File: src/rtl/alu_multiciclo.sv
// -----------------------------------------------------------------------------
// alu_multiciclo
//
// Multi-cycle ALU for the EX stage of the RISC-V datapath. Logical and
// arithmetic operations finish on the accept edge. Shifts are iterative and
// move one bit per clock by default.
//
// Build option:
//   ALU_BARREL_EN : when defined, shifts use a combinational barrel shifter.
//                   Every operation then goes IDLE -> DONE in one edge, and
//                   the EXEC state is never entered.
//
// Ports:
//   CLK        in   clock, rising edge
//   RST_n      in   synchronous active-low reset
//   ALUSELECT  in   [3:0] operation code (0000..1001 legal, others illegal)
//   OP_A       in   [WIDTH-1:0] operand A / value to shift
//   OP_B       in   [WIDTH-1:0] operand B; OP_B[SHW-1:0] is the shift amount
//   VALID_IN   in   request valid
//   READY_OUT  out  unit idle, can accept a request
//   RESULT     out  [WIDTH-1:0] result, held while VALID_OUT=1
//   ZERO       out  RESULT == 0
//   ILEGAL     out  last executed code was unsupported
//   VALID_OUT  out  result valid
//   READY_IN   in   downstream consumes the result
// -----------------------------------------------------------------------------
module alu_multiciclo #(
    parameter int WIDTH = 32,
    parameter int SHW   = 5
) (
    input  logic             CLK,
    input  logic             RST_n,
    input  logic [3:0]       ALUSELECT,
    input  logic [WIDTH-1:0] OP_A,
    input  logic [WIDTH-1:0] OP_B,
    input  logic             VALID_IN,
    output logic             READY_OUT,
    output logic [WIDTH-1:0] RESULT,
    output logic             ZERO,
    output logic             ILEGAL,
    output logic             VALID_OUT,
    input  logic             READY_IN
);

    localparam logic [3:0] OP_ADD  = 4'b0000;
    localparam logic [3:0] OP_AND  = 4'b0001;
    localparam logic [3:0] OP_OR   = 4'b0010;
    localparam logic [3:0] OP_SLL  = 4'b0011;
    localparam logic [3:0] OP_SLT  = 4'b0100;
    localparam logic [3:0] OP_SRL  = 4'b0101;
    localparam logic [3:0] OP_SUB  = 4'b0110;
    localparam logic [3:0] OP_XOR  = 4'b0111;
    localparam logic [3:0] OP_SLTU = 4'b1000;
    localparam logic [3:0] OP_SRA  = 4'b1001;

    typedef enum logic [1:0] {
        IDLE = 2'b00,
        EXEC = 2'b01,
        DONE = 2'b10
    } state_t;

    state_t           state_q, state_d;
    logic [WIDTH-1:0] result_q, result_d;
    logic             zero_q, zero_d;
    logic             ilegal_q, ilegal_d;

`ifndef ALU_BARREL_EN
    logic [WIDTH-1:0] shreg_q, shreg_d;
    logic [SHW-1:0]   cnt_q, cnt_d;
    logic [3:0]       op_q, op_d;
`endif

    function automatic logic is_illegal(input logic [3:0] op);
        return (op > OP_SRA);
    endfunction

    function automatic logic is_shift(input logic [3:0] op);
        return (op == OP_SLL) || (op == OP_SRL) || (op == OP_SRA);
    endfunction

    // Single-edge result. Shift codes only produce a value here in the barrel
    // build; in the iterative build they never reach this function's output.
    function automatic logic [WIDTH-1:0] alu_comb(
        input logic [3:0]       op,
        input logic [WIDTH-1:0] a,
        input logic [WIDTH-1:0] b
    );
        logic signed [WIDTH-1:0] a_s;
        logic signed [WIDTH-1:0] b_s;
        logic [WIDTH-1:0]        r;
        a_s = a;
        b_s = b;
        r   = '0;
        case (op)
            OP_ADD:  r = a + b;
            OP_SUB:  r = a - b;
            OP_AND:  r = a & b;
            OP_OR:   r = a | b;
            OP_XOR:  r = a ^ b;
            OP_SLT:  r = {{(WIDTH-1){1'b0}}, (a_s < b_s)};
            OP_SLTU: r = {{(WIDTH-1){1'b0}}, (a < b)};
`ifdef ALU_BARREL_EN
            OP_SLL:  r = a << b[SHW-1:0];
            OP_SRL:  r = a >> b[SHW-1:0];
            OP_SRA:  r = a_s >>> b[SHW-1:0];
`endif
            default: r = '0;
        endcase
        return r;
    endfunction

`ifndef ALU_BARREL_EN
    // One-bit shift step; SRA keeps the sign bit in place.
    function automatic logic [WIDTH-1:0] shift_step(
        input logic [3:0]       op,
        input logic [WIDTH-1:0] v
    );
        logic [WIDTH-1:0] r;
        case (op)
            OP_SLL:  r = {v[WIDTH-2:0], 1'b0};
            OP_SRA:  r = {v[WIDTH-1], v[WIDTH-1:1]};
            default: r = {1'b0, v[WIDTH-1:1]};
        endcase
        return r;
    endfunction
`endif

    always_comb begin
        state_d  = state_q;
        result_d = result_q;
        zero_d   = zero_q;
        ilegal_d = ilegal_q;
`ifndef ALU_BARREL_EN
        shreg_d  = shreg_q;
        cnt_d    = cnt_q;
        op_d     = op_q;
`endif
        case (state_q)
            IDLE: begin
                if (VALID_IN) begin
`ifndef ALU_BARREL_EN
                    if (is_shift(ALUSELECT)) begin
                        shreg_d = OP_A;
                        cnt_d   = OP_B[SHW-1:0];
                        op_d    = ALUSELECT;
                        state_d = EXEC;
                    end else
`endif
                    begin
                        result_d = alu_comb(ALUSELECT, OP_A, OP_B);
                        zero_d   = (alu_comb(ALUSELECT, OP_A, OP_B) == '0);
                        ilegal_d = is_illegal(ALUSELECT);
                        state_d  = DONE;
                    end
                end
            end
`ifndef ALU_BARREL_EN
            EXEC: begin
                if (cnt_q != '0) begin
                    shreg_d = shift_step(op_q, shreg_q);
                    cnt_d   = cnt_q - SHW'(1);
                end else begin
                    result_d = shreg_q;
                    zero_d   = (shreg_q == '0);
                    ilegal_d = 1'b0;
                    state_d  = DONE;
                end
            end
`endif
            DONE: begin
                if (READY_IN) begin
                    state_d = IDLE;
                end
            end
            default: state_d = IDLE;
        endcase
    end

    always_ff @(posedge CLK) begin
        if (!RST_n) begin
            state_q  <= IDLE;
            result_q <= '0;
            zero_q   <= 1'b1;
            ilegal_q <= 1'b0;
`ifndef ALU_BARREL_EN
            cnt_q    <= '0;
            shreg_q  <= '0;
            op_q     <= OP_ADD;
`endif
        end else begin
            state_q  <= state_d;
            result_q <= result_d;
            zero_q   <= zero_d;
            ilegal_q <= ilegal_d;
`ifndef ALU_BARREL_EN
            cnt_q    <= cnt_d;
            shreg_q  <= shreg_d;
            op_q     <= op_d;
`endif
        end
    end

    assign READY_OUT = (state_q == IDLE);
    assign VALID_OUT = (state_q == DONE);
    assign RESULT    = result_q;
    assign ZERO      = zero_q;
    assign ILEGAL    = ilegal_q;

endmodule

File: config.mk
export PLATFORM = sky130hd
export DESIGN_NAME = alu_multiciclo
export DESIGN_NICKNAME = d
export VERILOG_FILES = /design/src/rtl/alu_multiciclo.sv
export SDC_FILE = /design/constraint.sdc
export NUM_CORES = 1
export LEC_CHECK = 0
export ABC_AREA = 1
export BUFFER_PORTS_ARGS = -buffer_cell sky130_fd_sc_hd__buf_2
export CAP_MARGIN = 20
export CORE_MARGIN = 4
export CORE_UTILIZATION = 60
export DETAILED_ROUTE_END_ITERATION = 10
export GPL_ROUTABILITY_DRIVEN = 0
export PLACE_DENSITY = 0.82
export SLEW_MARGIN = 30
export SYNTH_ARGS = -nofsm -noshare
export SYNTH_HDL_FRONTEND = slang
export SYNTH_SLANG_ARGS = --single-unit
File: constraint.sdc
create_clock -name CLK -period 3.6 [get_ports CLK]
set_input_delay 0.72 -clock CLK [delete_from_list [all_inputs] [get_ports CLK]]
set_output_delay 0.72 -clock CLK [all_outputs]
set_load 0.03 [all_outputs]
==> run_results.csv <==
group,metric,value,unit
sta,grt_setup_unrepaired,"false",
yosys,ys_warn_count,0,
yosys,syn-num-nets,2065,
global_routing,grt_max_degree,58,
critical_path,crit_type,"in -> reg",
critical_path,worstSetupEndpointType,"flip-flop",
die,die_w,141,um
sta,worst_pin_slew,716,ps
critical_path,cp_slowest_cell,"ha_1",
sta,hold_violations,0,
min_path,hp-class,"reg -> reg",
critical_path,cp_common_cell,"nand2_1",
clocking,cts_resized,0,
power,peakVddDrop,0.334,mV
sta,finalSetupViolations,0,
critical_path,crit_fanout,9,
critical_path,r2r_slack,980,ps
power,powerDensity,292,nW/um^2
sta,post-route-min-period,3200,ps
die,ios,108,
power,clkPwrFrac,0.266,
detailed_routing,vias,12900,
clocking,cts.sinks,77,
global_routing,grt_first_pass_wirelength,58200,um
placement,io_buffers,107,
placement,place_ws,200,ps
yosys,seq_area_frac_synth,0.146,
finish,antenna_cells,0,
yosys,syn_avg_cell_area,5.62,um^2
detailed_routing,routedWlPerCell,16.9,um
power,p_switching,1450,uW
detailed_routing,ant_nets,0,
yosys,syn_area,10500,um^2
sta,min_period_over_period,0.890,
critical_path,cp_top_family,"simple AND/OR/NAND/NOR gates",
sta,worst_slack,396,ps
clocking,cts.reportedPaths.clkPinSlew,60,ps
finish,stdcell_count,2176,
critical_path,reg2regPathDepth,16,
critical_path,cp.required,3870,ps
detailed_routing,finalWirelength,36900,um
clocking,cts_max_path_buffers,2,
yosys,synth_seq_cells,77,
clocking,htree_levels,3,
die,core_area,17200,um^2
die,die-height,141,um
sta,finalSetupTns,0,ps
finish,final_cell_mix,"534 x nand2_1, 304 x inv_1, 159 x nor2_1",
clocking,post_cts_buffers,0,
critical_path,path_cells,"buf_2 > inv_1 > ha_1 > inv_1 > a21oi_1 > nand2_1 > inv_1 > nand2_1 > inv_1 > nand4_1 > nand2_1 > nor2_1 > nor2_1 > nand2_1 > nor2_1 > nand2_1 > nor2_1 > nand2_1 > nand2_1 > nand2_1 > nand2_1",
clocking,root_buffer,"clkbuf_16",
global_routing,gr-usage-all-layers,0.362,
clocking,clock_latency,330,ps
finish,drive_above_1_share,0.105,
sta,clock.fmax,0.312,GHz
sta,slew_viol_final,0,
power,p_leak,0.00627,uW
clocking,cts_tree,"built",
yosys,postSynthCellCount,1876,
finish,fillers,1719,
die,start_util,0.611,
power,power.total,3350,uW
power,sw_frac_of_total,0.432,
min_path,worstHoldPathCells,2,
clocking,cts_hold_buffers,0,
critical_path,r2r_end,"ZERO",
sta,skew,5.32,ps
die,die_area,19700,um^2
power,seq_power_share,0.289,
global_routing,grt_overflow_total,0,
critical_path,arrival,3480,ps
global_routing,antenna_found_initial,0,
placement,hpwl,29300,um
clocking,cts_buffers,9,
detailed_routing,dr.first_iter.drc_count,1726,
job,maxCapViolCount,0,
global_routing,grt_pass1_vias,11500,
power,intPower,1900,uW
critical_path,critPathBufInv,5,
sta,slew_headroom,0.522,
placement,dp_cells,2160,
yosys,synth_cell_type_count,41,
die,rows,48,
finish,fin_nets,2135,
critical_path,start_kind,"primary input",
critical_path,crit_path_max_incr_delay,530,ps
critical_path,r2r-start,"state_q[0]",
finish,syn2layout_area_growth,9.05,%
detailed_routing,drc,0,
finish,layout_commonest_cell,"nand2_1",
power,power_frac_comb,0.444,
min_path,hold_end,"RESULT[20]",
detailed_routing,vias_per_cell,5.91,
min_path,hp-start,"RESULT[20]",
run_status,outcome,"finished clean",
detailed_routing,firstDrtPassIters,6,
[Yosys cell counts]
| cell | number | area, um^2 |
|---|---|---|
| nor2_1 | 160 | 601 |
| nand3_2 | 7 | 70.1 |
| fa_1 | 2 | 40.0 |
| nor3_2 | 1 | 10.0 |
| nor3_1 | 18 | 90.1 |
| clkinv_1 | 5 | 18.8 |
| dfxtp_1 | 77 | 1540 |
| o21bai_1 | 10 | 75.1 |
| a211oi_1 | 4 | 30.0 |
| buf_6 | 2 | 22.5 |
| nor3b_1 | 2 | 15.0 |
| o2111ai_1 | 1 | 8.76 |
| inv_2 | 14 | 52.6 |
| nor2_2 | 14 | 87.6 |
| and2_1 | 3 | 18.8 |
| a221oi_1 | 9 | 78.8 |
| nor2_4 | 1 | 11.3 |
| a21oi_1 | 139 | 696 |
| o21ai_1 | 4 | 20.0 |
| o211ai_1 | 19 | 143 |
| clkbuf_1 | 34 | 128 |
| buf_4 | 13 | 97.6 |
| or2_1 | 1 | 6.26 |
| xnor2_1 | 1 | 8.76 |
| nor4_1 | 5 | 31.3 |
| o21ai_0 | 113 | 566 |
| nand4_1 | 27 | 169 |
| nand3_1 | 122 | 611 |
| inv_1 | 306 | 1150 |
| o41ai_1 | 1 | 8.76 |
| nand2_1 | 534 | 2000 |
| ha_1 | 115 | 1440 |
| nand3b_1 | 4 | 30.0 |
| o22ai_1 | 31 | 194 |
| a31oi_1 | 34 | 213 |
| a21oi_2 | 2 | 17.5 |
| nand2_2 | 12 | 75.1 |
| and3_1 | 1 | 6.26 |
| nor4_2 | 2 | 25.0 |
| buf_1 | 3 | 11.3 |
| buf_2 | 23 | 115 |
[how the worst max path moves through the flow]
stage | start | end | slack [ps] | cells past startpoint
4_1_cts | OP_A[21] | ZERO | 540 | 21
3_5_place_dp | OP_A[21] | ZERO | 200 | 21
3_3_place_gp | OP_A[21] | ZERO | 260 | 21
6_report | OP_A[21] | ZERO | 400 | 21
2_1_floorplan | OP_A[0] | ZERO | 910 | 20
5_1_grt | OP_A[21] | ZERO | 170 | 21
[worst reg2reg max path: stages, from the launching register on]
cell	delay, ps
dfxtp_1	330
inv_1	430
nor2_2	90
inv_2	120
buf_4	340
nand3_1	210
nor2_1	130
nand2_1	60
nor2_1	100
nand2_1	60
nor2_1	190
nand3_1	140
nor2_1	120
nand2_1	60
nand2_1	50
nand2_1	50
nand2_1	80
[power groups by stage]
| stage | Combinational (uW) | Sequential, uW | Clock [uW] |
|---|---|---|---|
| 2_1_floorplan | 933 | 1050 | 0 |
| 3_3_place_gp | 1410 | 984 | 0 |
| 3_5_place_dp | 1440 | 986 | 0 |
| 4_1_cts | 1440 | 969 | 902 |
| 5_1_grt | 1630 | 978 | 940 |
| 6_report | 1490 | 971 | 893 |
[kinds of logic after synthesis]
family / synth area share
AND/OR/NAND/NOR: 0.367
flip-flops: 0.146
AO/OA/AOI/OAI: 0.195
buffers and inverters: 0.151
XOR/XNOR: 0.000832
adder cells (fa/ha/maj): 0.140
[state kept, by name, summed over array words and instances, names as in the netlist]
signal   flops
RESULT      32
ILEGAL       1
op_q         4
cnt_q        5
state_q      2
shreg_q     32
ZERO         1
[layer usage]
| layer | up-vias | share of wire | GRT usage |
|---|---|---|---|
| li1 | 6150 | - | - |
| met1 | 5647 | 0.38 | 0.469 |
| met2 | 881 | 0.42 | 0.560 |
| met3 | 178 | 0.12 | 0.0611 |
| met4 | 0 | 0.076 | 0.222 |
| met5 | - | 0 | 0 |
[through the flow]
| stage | util | area (um^2) | hold slack, ps |
|---|---|---|---|
| final | 0.666 | 11500 | 463 |
| after global routing | 0.666 | 11500 | 484 |
| after CTS | 0.666 | 11500 | 465 |
| after detailed placement | 0.649 | 11200 | 456 |
| after global placement | 0.649 | 11200 | 454 |
| after floorplan | - | 10500 | 463 |
[final cells by class]
type                       instances  area, um^2  area share
tap                              225         282      0.0245
clock inverter                     6        63.8     0.00555
sequential                        77        1540       0.134
inverter                         325        1220       0.106
multi-input combinational       1399        7400       0.644
timing repair buffer             134         751      0.0654
clock buffer                      10         229      0.0199
No activity file was read; power rests on OpenSTA's default activity.
